===== config.mk =====
export PLATFORM = sky130hd
export DESIGN_NAME = prod_acc
export DESIGN_NICKNAME = d
export VERILOG_FILES = /design/src/rtl/prod_acc.sv
export SDC_FILE = /design/constraint.sdc
export NUM_CORES = 1
export LEC_CHECK = 0
export CORE_MARGIN = 2
export CORE_UTILIZATION = 53
export DETAILED_ROUTE_END_ITERATION = 7
export GPL_ROUTABILITY_DRIVEN = 0
export PLACE_DENSITY = 0.87
export SLEW_MARGIN = 20
export SYNTH_ARGS = -nofsm -noshare
export SYNTH_HDL_FRONTEND = slang
export SYNTH_SLANG_ARGS = --single-unit

===== constraint.sdc =====
create_clock -name clk -period 2.78 [get_ports clk]
set_input_delay 0.278 -clock clk [delete_from_list [all_inputs] [get_ports clk]]
set_output_delay 0.278 -clock clk [all_outputs]
set_load 0.01 [all_outputs]

===== src/rtl/prod_acc.sv =====
// Framed accumulator for mul_4 products; closes a frame on in_last or at MAX_LEN beats.
// Optional build macro PROD_ACC_SAT_EN: saturate the frame sum on overflow instead of wrapping.
module prod_acc #(
    parameter int PW      = 8,
    parameter int ACC_W   = 12,
    parameter int MAX_LEN = 16,
    localparam int CW     = $clog2(MAX_LEN) + 1
) (
    input  logic             clk,
    input  logic             rst,
    input  logic             in_valid,
    output logic             in_ready,
    input  logic [PW-1:0]    in_p,
    input  logic             in_last,
    output logic             out_valid,
    input  logic             out_ready,
    output logic [ACC_W-1:0] out_sum,
    output logic [CW-1:0]    out_cnt,
    output logic             out_ovf
);

    // state | meaning
    // ACC   | accepting beats of the current frame
    // HOLD  | frame result pending on the output registers
    typedef enum logic {ACC, HOLD} state_t;

    state_t           state, state_nxt;
    logic [ACC_W-1:0] acc, acc_upd;
    logic [CW-1:0]    cnt, cnt_upd;
    logic             ovf, ovf_upd;
    logic [ACC_W:0]   sum_ext;
    logic             accept, close;

    assign in_ready  = (state == ACC);
    assign out_valid = (state == HOLD);

    always_comb begin
        sum_ext = (ACC_W+1)'(acc) + (ACC_W+1)'(in_p);
        ovf_upd = ovf | sum_ext[ACC_W];
        cnt_upd = cnt + CW'(1);
`ifdef PROD_ACC_SAT_EN
        // once overflowed, the sum pins at full scale for the rest of the frame
        acc_upd = ovf_upd ? {ACC_W{1'b1}} : sum_ext[ACC_W-1:0];
`else
        acc_upd = sum_ext[ACC_W-1:0];
`endif
    end

    always_comb begin
        state_nxt = state;
        accept    = 1'b0;
        close     = 1'b0;
        case (state)
            ACC: begin
                if (in_valid) begin
                    accept = 1'b1;
                    close  = in_last || (cnt_upd == CW'(MAX_LEN));
                    if (close) state_nxt = HOLD;
                end
            end
            HOLD: begin
                if (out_ready) state_nxt = ACC;
            end
            default: state_nxt = ACC;
        endcase
    end

    always_ff @(posedge clk) begin
        if (rst) begin
            state <= ACC;
        end else begin
            state <= state_nxt;
        end
    end

    always_ff @(posedge clk) begin
        if (rst) begin
            acc     <= '0;
            cnt     <= '0;
            ovf     <= 1'b0;
            out_sum <= '0;
            out_cnt <= '0;
            out_ovf <= 1'b0;
        end else if (accept) begin
            if (close) begin
                out_sum <= acc_upd;
                out_cnt <= cnt_upd;
                out_ovf <= ovf_upd;
                acc     <= '0;
                cnt     <= '0;
                ovf     <= 1'b0;
            end else begin
                acc <= acc_upd;
                cnt <= cnt_upd;
                ovf <= ovf_upd;
            end
        end
    end

endmodule

==> flow_metrics.tcl <==
set metrics [dict create \
    place_area_mm2 0.00239 \
    setup_viol 0 \
    hold_depth 2 \
    r2r_end "cnt[2]$_SDFFE_PP0P_" \
    grt_setup_unrepaired "no" \
    syn-cell-area_mm2 0.00205 \
    postCtsHoldBufs 0 \
    status "completed" \
    synth.distinct_cells 49 \
    ant_nets 0 \
    worstSkewPairLatency_ns 0.29 \
    yosys_warnings 0 \
    maxCapViolCount 0 \
    syn-num-nets 275 \
    grt_max_degree 35 \
    io_buffers 32 \
    period_share 0.873 \
    clk_pin_slew_ns 0.08 \
    timing.rr.start "cnt[0]$_SDFFE_PP0P_" \
    holdWs_ns 0.456 \
    cts_htree_levels 2 \
    start_kind "flop" \
    fmax_mhz 412 \
    clock_sinks 37 \
    cts_buffers 5 \
    r2r_cells 6 \
    detail_route.iter0.violations 127 \
    syn_area_per_cell_um2 8.19 \
    critPathArrivalTime_ns 2.61 \
    detail_route.wl_per_cell_um 14.0 \
    cts-root-buf "clkbuf_8" \
    fin_skew_ns 0.00648 \
    stdcell_area_mm2 0.00248 \
    synth_seq_area_share 0.361 \
    track_usage 0.227 \
    end_kind "flop" \
    powerDensity_mw_per_mm2 473 \
    nets 300 \
    finalMaxSlewViolations 0 \
    grt_pass1_wl_um 7810 \
    die_h_um 66.3 \
    layout-drive-gt1-share 0.0758 \
    row_count 22 \
    post-route-util 0.673 \
    drt_wl_total_um 4550 \
    placeableCoreArea_mm2 0.00369 \
    drt-pass1-iter-count 4 \
    ios 33 \
    drc_errors 0 \
    irDropWorstVdd_uv 269 \
    worstSetupPathType "reg2reg" \
    diodes 0 \
    cts_setup_buffers 0 \
    dieArea_mm2 0.00439 \
    ys_ff_latch 37 \
    synth_edf_count 0 \
    antenna_found_initial 0 \
    reg2reg_slack_ns 0.35 \
    hold_path_class "reg2reg" \
    hpwl_um 3090 \
    async_reset_ff_frac 0 \
    clockBufferDepth 2 \
    gr-total-overflow 0 \
    finalCriticalPeriod_ns 2.43 \
    hold_viol 0 \
    grt_pass1_vias 1772 \
    p_leak_nw 0.858 \
    vias_per_cell 5.95 \
    crit_required_ns 2.97 \
    worstPathMaxFanout 23 \
    synth_ff_type "dfxtp_1" \
    vias 1933 \
    power.total_w 0.00117 \
    start_util 0.557 \
    holdCritStartpoint "acc[6]$_SDFFE_PP0P_" \
    slew_headroom 0.521 \
    whs_endpoint "acc[6]$_SDFFE_PP0P_" \
    cts_tree "built" \
    fin_setup_tns_ns 0 \
    area_delta_synth_final_pct 20.8 \
    synthCells 251 \
    die_w_um 66.3 \
    tightest_slew_ns 0.718 \
]
==> registers in the layout, summed over array words and instances (netlist names) <==
register   cells
acc           12
cnt            5
out_cnt        5
out_ovf        1
out_sum       12
out_valid      1
ovf            1
==> per-layer routing <==
layer  share of wire  wire (um)  vias to the layer above  GRT usage
met3           0.055        251                        7     0.0375
met5               0          0                        -          0
li1                -          -                      982          -
met2            0.47       2150                       65      0.366
met1            0.46       2090                      879      0.302
met4           0.011         51                        0     0.0867
==> worst max-delay path by stage <==
stage                     slack [ns]  cells past startpoint                 from                 endpoint
after floorplan                 0.74                      7  acc[0]$_SDFFE_PP0P_  out_sum[8]$_SDFFE_PP0P_
after global placement          0.22                      8              in_p[0]  out_sum[8]$_SDFFE_PP0P_
after detailed placement        0.16                      7  cnt[0]$_SDFFE_PP0P_      acc[7]$_SDFFE_PP0P_
after CTS                       0.07                      7  cnt[0]$_SDFFE_PP0P_      acc[7]$_SDFFE_PP0P_
after global routing            0.12                      6  cnt[0]$_SDFFE_PP0P_      cnt[2]$_SDFFE_PP0P_
final                           0.35                      6  cnt[0]$_SDFFE_PP0P_      cnt[2]$_SDFFE_PP0P_
==> repair_timing <==
| action | CTS | global route |
|---|---|---|
| resized for setup | 0 | 1 |
| hold endpoints to repair | 0 | 0 |
| setup endpoints to repair | 0 | 4 |
==> logic make-up after synthesis <==
logic type	Yosys count	synth area share
buf+inv	24	0.0505
flops	37	0.361
fa+ha+maj	11	0.0706
compound gates	85	0.269
simple gates	84	0.206
xor+xnor	9	0.0384
mux	1	0.00487
==> critical path, stage by stage (launching register included) <==
cell	delay, ns
dfxtp_1	0.42
ha_1	0.30
nand3_2	0.16
o31ai_2	0.36
a21o_1	0.60
o21ai_0	0.20
a32o_1	0.29
==> per-stage QoR <==
step                      setup slack, ns  cells
final                               0.352    325
after global routing                0.118    325
after CTS                          0.0746    325
after detailed placement            0.157    317
after global placement              0.217    317
after floorplan                     0.739    251
==> layout make-up <==
type,instances,area [um2]
multi-input combinational,190,1220
clock inverter,3,17.5
fill,337,1210
clock buffer,5,68.8
sequential,37,741
tap,48,60.1
timing repair buffer,37,358
inverter,5,18.8
==> Yosys cell counts (all sizes together), types with 2 or more instances <==
master,instances,area [um2]
o2111ai,2,23.8
nand4,4,25.0
a21o,4,30.0
o211ai,2,15.0
xnor2,4,35.0
nor3,4,20.0
nor2,9,33.8
ha,10,125
or3,2,12.5
o311ai,2,17.5
buf,9,47.5
nand2,22,82.6
a211oi,13,108
nand3,30,155
dfxtp,37,741
o21ai,13,65.1
inv,5,18.8
a31oi,3,18.8
xor2,5,43.8
o22ai,2,12.5
and2,2,12.5
clkbuf,10,37.5
or4,4,30.0
a21oi,35,179
==> cells in the final DEF, fill, tap and decap left out, drive strengths merged, types with 2 or more instances in the layout <==
cell type | synthesis | routed
clkdlybuf4s50 | 0 | 32
dfxtp | 37 | 37
nand4 | 4 | 4
nor3 | 4 | 4
a21o | 4 | 4
o311ai | 2 | 2
a31oi | 3 | 3
nor2 | 9 | 9
a21oi | 35 | 35
ha | 10 | 10
a211oi | 13 | 13
inv | 5 | 5
buf | 9 | 5
o22ai | 2 | 2
and2 | 2 | 2
nand3 | 30 | 30
or3 | 2 | 2
clkbuf | 10 | 5
or4 | 4 | 4
o21ai | 13 | 13
o211ai | 2 | 2
clkinv | 0 | 2
xor2 | 5 | 5
o2111ai | 2 | 2
nand2 | 22 | 22
xnor2 | 4 | 4
==> power breakdown <==
group,switching [W],internal (W)
Sequential,0.0000143,0.000554
Clock,0.000197,0.000173
Combinational,0.000132,0.000103
Total,0.000343,0.000831
(Power assumes the default switching activity.)
==> RTL edit: new RTL, config.mk and constraints unchanged <==
Add a define of `PROD_ACC_SAT_EN`.
--- a/src/rtl/prod_acc.sv
+++ b/src/rtl/prod_acc.sv
@@ -1,5 +1,7 @@
 // Framed accumulator for mul_4 products; closes a frame on in_last or at MAX_LEN beats.
 // Optional build macro PROD_ACC_SAT_EN: saturate the frame sum on overflow instead of wrapping.
+`define PROD_ACC_SAT_EN
+
 module prod_acc #(
     parameter int PW      = 8,
     parameter int ACC_W   = 12,
Behaviour: same outputs for any inputs over 4 cycles, from zero or initial values and one cycle with rst high; that may be too few to reach the edited logic, so the function may still have changed.
==> RTL edit against the unedited design <==
- cell area increased by 2.3%
- global-route usage rose by 1.3 points
- total power grew 10%
- hold slack improved by 0.0031 ns
- first-iteration DRC count up 32%
- wire length increased by 6.5%
- worst setup slack lost 0.064 ns
- sequential cell count stayed put
- synthesized cell count shrank 7.2%
- synthesized area about the same
- highest routed layer unchanged
==> RTL edit: results (changes against the unedited design) <==
| Metric | Value |
|---|---|
| Status | completed |
| Largest stage delay on the critical path | 0.40 ns (-0.20 ns) |
| Sequential area share after synthesis | 36.0% (about the same) |
| Synth Warn # | 0 (unchanged) |
| # Post-CTS Setup Buffers | 0 (unchanged) |
| Antenna violations before repair | 0 (unchanged) |
| Worst slack, placed | 0.000739 ns (-0.156 ns) |
| Share of flip-flops with an asynchronous set or reset | 0% (unchanged) |
| Final WL | 4850 um (+6.5%) |
| Top sig layer | met4 |
| Post-synth net total | 257 (-6.5%) |
| Synth cell count leaders | 37 x dfxtp_1, 28 x a21oi_1, 19 x nor2_1 |
| Worst Hold Depth | 2 (unchanged) |
| RR Endpoint | out_sum[6] |
| Reg-to-reg startpoint | acc[0] |
| Fin Clk Skew | 0.00385 ns (-0.00263 ns) |
| Worst-margin pin slew | 0.636 ns (-0.0821 ns) |
| Worst hold endpoint | acc[3] |
| Critical Path AT | 2.65 ns (+0.04 ns) |
| Vias in the first global route | 1690 (-4.6%) |
| Slowest cell on crit path | clkdlybuf4s50_1 |
| Syn avg cell area | 8.82 um^2 (+7.8%) |
| First-pass GRT wire length | 8050 um (+3.1%) |
| IO buf count | 32 (unchanged) |
| Netlist cell types | 54 (+10%) |
| Cts bufs inserted | 5 (unchanged) |
| DR WL met3 | 306 um (+22%) |
| Fraction of layout cells with a size suffix above 1 | 12.7% (+5.1 points) |
| Iter 0 DRT Violations | 168 (+32%) |
| Min-Delay Path Class | reg -> reg |
| Length in cells of the worst reg-to-reg path | 7 (+1) |
| Largest net degree at the start of global routing | 19 (-46%) |
| First-pass DRT Iterations | 4 (unchanged) |
| DP Area | 0.00242 mm^2 (+1.5%) |
| Post-Place Cells | 308 (-2.8%) |
| Nets | 291 (-3.0%) |
| Reg2Reg Setup Slack | 0.38 ns (+0.03 ns) |
| Crit path max fanout | 7 (-70%) |
| DP Wirelength | 3460 um (+12%) |
| Antenna diodes | 0 (unchanged) |
| Total Routing Usage GR | 24.0% (+1.3 points) |
| CTS max path bufs | 2 (unchanged) |
| CTS resizes | 0 (unchanged) |
| Cell family with most CP delay | compound AO/OA/AOI/OAI gates |
| Hold_sp | acc[3] |
| Metal2 WL | 2300 um (+6.9%) |
| Top cells by area, synth | dfxtp_1 36%, a21oi_1 6.8%, ha_1 6.1%, a211oi_1 4.7%, nor2_1 3.5% |
| H-tree levels | 2 (unchanged) |
| Clk_lat worst skew | 0.29 ns (about the same) |
| Clk slew on worst S/H paths | 0.08 ns (about the same) |
| Average wire per standard cell | 15.3 um (+9.6%) |
| Top flop regs | acc: 12 flops, out_sum: 12 flops |
| M1 WL | 2190 um (+4.5%) |
| VDD IR-drop max | 477 uV (+78%) |
| Worst hold slack | 0.459 ns (+0.00314 ns) |
| Static Leak | 0.927 nW (+8.0%) |
| Vias | 1885 (-2.5%) |
## RTL edit: cell count changes after synthesis, moves of 3 or more
cell      change
xnor2_1       +3
nand4_1       -3
nand2_1       -7
nor3_1        +3
o21ai_1       +9
a21oi_2       +3
nor2_1       +10
a31oi_1       -3
clkbuf_1      -4
buf_2         -3
o21ai_0       -6
nand3_1      -19
or4_1         -4
a21oi_1       -6
## RTL edit: layer usage
layer	global-route usage [%]	up-vias
li1	-	930
met1	32.6	879
met2	37.9	71
met3	5.45	5
met4	6.63	0
met5	0	-
## RTL edit: logic make-up after synthesis
kind of cell / count (synthesis) / synth area share (%)
mux: 1 / 0.487
buf+inv: 17 / 4.38
compound gates: 89 / 30.7
flops: 37 / 36.0
xor+xnor: 12 / 5.48
fa+ha+maj: 11 / 7.06
simple gates: 66 / 15.9
## RTL edit: worst max path at each step
stage / from / endpoint / slack (ns) / cells after the start
6_report: in_p[0] / out_sum[6] / 0.29 / 8
5_1_grt: in_p[0] / out_sum[6] / 0.14 / 8
3_3_place_gp: in_p[0] / out_sum[6] / 0.08 / 8
4_1_cts: in_p[0] / out_sum[6] / 0.29 / 8
3_5_place_dp: in_p[0] / out_sum[6] / 0.0007 / 8
2_1_floorplan: acc[0] / acc[8] / 0.53 / 8
## RTL edit: final cells by class
type,count,area (um^2)
multi-input cells,179,1230
well taps,48,60.1
clock buffers,5,68.8
flip-flops and latches,37,741
fillers,307,1150
inverters,4,15.0
clock inverters,3,46.3
repair buffers,40,380
## RTL edit: report_power, final
| part | internal, mW | switching [mW] | leakage (nW) |
|---|---|---|---|
| clock network | 0.268 | 0.206 | 0.0543 |
| logic | 0.112 | 0.134 | 0.571 |
| registers | 0.555 | 0.0186 | 0.302 |
